[config.mk]
export PLATFORM = sky130hd
export DESIGN_NAME = fifo_wr_rr_arbiter
export DESIGN_NICKNAME = d
export VERILOG_FILES = /design/src/rtl/fifo_arb_pkg.sv /design/src/rtl/rr_picker.sv /design/src/rtl/fifo_wr_rr_arbiter.sv
export SDC_FILE = /design/constraint.sdc
export NUM_CORES = 1
export LEC_CHECK = 0
export CORE_AREA = 10 10 61 63
export CTS_CLUSTER_DIAMETER = 100
export DETAILED_ROUTE_END_ITERATION = 6
export DIE_AREA = 0 0 71 73
export PLACE_DENSITY = 0.8
export RECOVER_POWER = 50
export SYNTH_ARGS = -nofsm -noshare
export SYNTH_HDL_FRONTEND = slang
export SYNTH_SLANG_ARGS = --single-unit
[constraint.sdc]
create_clock -name clk -period 6.3 [get_ports clk]
set_input_delay 1.89 -clock clk [delete_from_list [all_inputs] [get_ports clk]]
set_output_delay 1.89 -clock clk [all_outputs]
set_load 0.02 [all_outputs]
[src/rtl/fifo_arb_pkg.sv]
// Shared types and helpers for the round-robin FIFO write-port arbiter.
package fifo_arb_pkg;

    typedef enum logic {IDLE, GRANT} arb_state_t;

    function automatic int unsigned next_idx(input int unsigned idx, input int unsigned n);
        return (idx + 1 >= n) ? 0 : idx + 1;
    endfunction

endpackage

[src/rtl/rr_picker.sv]
// Combinational rotate-priority search: first set req bit starting just after last.
module rr_picker
    import fifo_arb_pkg::*;
#(
    parameter int unsigned NREQ  = 4,
    parameter int unsigned IDX_W = $clog2(NREQ)
) (
    input  logic [NREQ-1:0]  req,
    input  logic [IDX_W-1:0] last,
    output logic [IDX_W-1:0] idx,
    output logic             found
);

    always_comb begin
        int unsigned      cand;
        logic [IDX_W-1:0] cand_idx;
        idx   = '0;
        found = 1'b0;
        cand  = next_idx(32'(last), NREQ);
        for (int k = 0; k < NREQ; k++) begin
            cand_idx = IDX_W'(cand);
            if (!found && req[cand_idx]) begin
                idx   = cand_idx;
                found = 1'b1;
            end
            cand = next_idx(cand, NREQ);
        end
    end

endmodule

[src/rtl/fifo_wr_rr_arbiter.sv]
// Round-robin, burst-locked sharing of one async FIFO write port among NREQ requesters.
module fifo_wr_rr_arbiter
    import fifo_arb_pkg::*;
#(
    parameter int unsigned WIDTH     = 8,
    parameter int unsigned NREQ      = 4,
    parameter int unsigned MAX_BURST = 4,
    parameter int unsigned IDX_W     = $clog2(NREQ)
) (
    input  logic                  clk,
    input  logic                  rst,
    input  logic [NREQ-1:0]       req,
    input  logic [NREQ*WIDTH-1:0] data,
    input  logic                  wfull,
    output logic [NREQ-1:0]       gnt,
    output logic                  winc,
    output logic [WIDTH-1:0]      wdata,
    output logic [IDX_W-1:0]      gnt_id,
    output logic                  busy
);

    localparam int unsigned      CNT_W    = (MAX_BURST > 1) ? $clog2(MAX_BURST) : 1;
    localparam logic [CNT_W-1:0] CNT_LAST = CNT_W'(MAX_BURST - 1);

    arb_state_t       state;
    logic [IDX_W-1:0] owner;
    logic [IDX_W-1:0] last;
    logic [CNT_W-1:0] cnt;
    logic [IDX_W-1:0] pick;
    logic             found;
    logic [WIDTH-1:0] slice [NREQ];

    rr_picker #(
        .NREQ  (NREQ),
        .IDX_W (IDX_W)
    ) u_picker (
        .req   (req),
        .last  (last),
        .idx   (pick),
        .found (found)
    );

    always_ff @(posedge clk or posedge rst) begin
        if (rst) begin
            state <= IDLE;
            owner <= '0;
            last  <= IDX_W'(NREQ - 1);
            cnt   <= '0;
        end else begin
            case (state)
                IDLE: begin
                    if (found) begin
                        owner <= pick;
                        cnt   <= '0;
                        state <= GRANT;
                    end
                end
                GRANT: begin
                    // Burst end and requester release both hand the port back.
                    if ((winc && cnt == CNT_LAST) || !req[owner]) begin
                        state <= IDLE;
                        last  <= owner;
                    end else if (winc) begin
                        cnt <= cnt + 1'b1;
                    end
                end
                default: state <= IDLE;
            endcase
        end
    end

    always_comb begin
        for (int i = 0; i < NREQ; i++) begin
            slice[i] = data[i*WIDTH +: WIDTH];
        end
    end

    always_comb begin
        busy   = (state == GRANT);
        winc   = busy & req[owner] & ~wfull;
        wdata  = slice[owner];
        gnt_id = owner;
        gnt    = '0;
        if (winc) gnt[owner] = 1'b1;
    end

endmodule

==> impl_metrics.csv <==
group,metric,value,unit
grt,antenna_found_initial,0,
synth,synth_mux_area_share,28.19,%
synth,synth_edf_count,0,
die,core-area,2615,um^2
synth,synth_top_family_by_area,"multiplexers",
clock_network,cts_resized,0,
clock_network,clk_latency,0.26,ns
clock_network,cts_htree_levels,1,
drt,routed-via-count,947,
timing,tightestPinTransition,0.7031,ns
clock_network,clock-sinks,7,
setup_path,reg2reg_from,"last[0]$_DFFE_PP1P_",
synth,synth_compound_area_share,17.82,%
final_layout,syn2layout_area_growth,59.18,%
timing,relSlewSlack,53.12,%
clock_network,hold_buffers,0,
hold_path,hold_depth,1,
synth,synth_ff_type,"dfrtp_1",
drt,drc,0,
drt,wl_per_cell,17.53,um
power_and_ir_drop,peakVddDrop,0.2916,mV
timing,drv_slew,0,
die,fp.dieW,71,um
timing,post-route-min-period,5.934,ns
timing,setup_tns,0,ns
setup_path,cp-start-kind,"input pin",
power_and_ir_drop,leakage,0.6033,nW
setup_path,timing.rr.end,"gnt_id[0]$_DFFE_PP0P_",
synth,synth_top_cell_area_share,21.54,%
clock_network,cts_tree,"yes",
synth,synth-seq-area-share,18.88,%
clock_network,clock_path_buffers,2,
synth,syn-num-nets,137,
setup_path,crit_path_start,"req[3]",
synth,synth_cells,92,
drt,drt_pass1_iterations,4,
final_layout,num_antenna_cells,0,
die,num_rows,19,
setup_path,reg2reg_slack,3.75,ns
final_layout,nFillCells,244,
setup_path,arrival,4.04,ns
final_layout,post-route-cell-area,1498,um^2
synth,synth-async-reset-ratio,100.0,%
setup_path,cp.required,4.41,ns
timing,hold_violations,0,
synth,synthXorXnorAreaFrac,0,%
setup_path,r2r_cells,7,
timing,min_period_over_period,94.18,%
hold_path,min_to,"cnt[1]$_DFFE_PP0P_",
clock_network,cts-root-buf,"clkbuf_4",
clock_network,numCtsBuffers,3,
power_and_ir_drop,total_power,0.6279,mW
grt,grt.overflow.total,0,
grt,grt_pass1_vias,964,
run_status,status,"finished, final reports clean",
die,initial_core_util,35.98,%
placed_design,post_dp_cell_area,1478,um^2
placed_design,dp_slack,0.4569,ns
clock_network,cts_setup_buffers,0,
grt,grt-busiest-layer,"met2",
die,die_area,5183,um^2
clock_network,cts.clk_slew.worst_paths,0.05,ns
timing,setup_viol,0,
timing,setup_slack,0.3664,ns
synth,synthTopCellsByArea,"mux4_2, dfrtp_1, ha_1",
power_and_ir_drop,power.density,419.2,nW/um^2
hold_path,holdCritStartpoint,"cnt[1]$_DFFE_PP0P_",
synth,synth.distinct_cells,44,
drt,ant_nets,0,
grt,grt_pass1_wl,4678,um
die,die_h,73,um
synth,avgSynthCellArea,10.23,um^2
timing,rsz0062_at_grt,"false",
grt,grtUsageMet2,19.88,%
setup_path,worst_setup_path_end_kind,"output pin",
synth,synth_fa_ha_area_share,7.979,%
grt,grt_use_met3,2.993,%
setup_path,criticalPathCategory,"input pin to output pin",
synth,synth_top_cell_by_area,"mux4_2",
placed_design,dpl.hpwl,2581,um
hold_path,hp-class,"flip-flop to flip-flop",
synth,ys_seq_elements,7,
setup_path,cp_max_fo,9,
placed_design,port_buffers,54,
placed_design,place_congestion,0.8337,
synth,synth_area,940.9,um^2
timing,skew,0.006346,ns
job,cap_violations,0,
drt,drt_wl_total,3086,um
grt,grt_util_met1,12.40,%
die,pin_count,55,
timing,max_freq,168.5,MHz
synth,synthSimpleGateAreaFrac,19.81,%
final_layout,layout.nets,191,
final_layout,drive_above_1_share,13.79,%
synth,synth.most_common_cell,"mux4_2",
drt,vias_per_cell,5.381,
drt,drt_iter0_markers,34,
grt,grt_max_degree,17,
grt,grt_util_all_layers,11.05,%
synth,synthTopCellsByCount,"mux4_2, inv_1, ha_1, nor3_1, dfrtp_1",
synth,yosysWarnings,0,
[logic make-up (layout without fill, tap and decap cells)]
logic type / count (synthesis) / in the layout
compound gates: 23 / 23
fa+ha+maj: 6 / 6
buf+inv: 12 / 65
flops: 7 / 7
mux: 15 / 15
simple gates: 29 / 29
[power by group]
| group | switching, mW | internal, mW | total, mW |
|---|---|---|---|
| Clock | 0.0171 | 0.0242 | 0.0414 |
| Sequential | 0.0590 | 0.0712 | 0.130 |
| Combinational | 0.215 | 0.241 | 0.456 |
| Total | 0.291 | 0.336 | 0.628 |
[worst max-delay path, cell delays in order]
cell and delay (ns):
dlygate4sd3_1 0.67, mux4_2 0.57, nand3b_4 0.13, inv_1 0.07
and3_1 0.18, clkdlybuf4s50_1 0.54
[placed cells by master, fill, tap and decap left out, types with 2 or more instances in the layout]
cell,synthesis,layout
inv_1,7,7
clkbuf_4,0,3
nor2_1,3,3
a32o_1,2,2
mux4_2,9,9
clkdlybuf4s50_1,0,51
and3_1,3,3
a21oi_1,2,2
nand2_1,4,5
dlygate4sd3_1,0,3
mux2i_1,4,4
ha_1,6,6
nor3_1,6,6
nor2_2,2,2
o21ai_0,4,5
dfstp_2,2,2
o211ai_1,2,2
dfrtp_1,5,5
[stage by stage]
| stage | hold WS (ns) | utilization, % | cells |
|---|---|---|---|
| floorplan | 0.5196 | - | 92 |
| global placement | 0.5361 | 56.51 | 172 |
| CTS | 0.5586 | 57.51 | 176 |
| finish | 0.5585 | 57.27 | 176 |
| global route | 0.5893 | 57.27 | 176 |
| detailed placement | 0.5457 | 56.51 | 172 |
[routing by layer]
metal | up-vias | part of all wire (%)
met2 | 35 | 51
li1 | 465 | -
met4 | 0 | 1.1
met5 | - | 0
met1 | 443 | 42
met3 | 4 | 6.1
[flip-flops by register name, summed over array words and instances, names as in the netlist]
name	cells
busy	1
cnt	2
gnt_id	2
last	2
[area by class of cell]
class / instances / area, um^2 / share of cell area, %
multi-input cells: 73 / 688.2 / 45.95
inverters: 7 / 26.28 / 1.754
flip-flops and latches: 7 / 177.7 / 11.86
well taps: 31 / 38.79 / 2.590
repair buffers: 54 / 540.5 / 36.09
clock buffers: 4 / 26.28 / 1.754
[worst max path at each step]
stage / endpoint / slack [ns] / depth (start not counted)
after global placement: gnt[2] / 0.49 / 6
after CTS: gnt[2] / 0.45 / 6
after floorplan: gnt[2] / 1.38 / 5
after detailed placement: gnt[2] / 0.46 / 6
final: gnt[2] / 0.37 / 6
after global routing: gnt[3] / 0.32 / 6
Power figures use the tool's default switching activity.
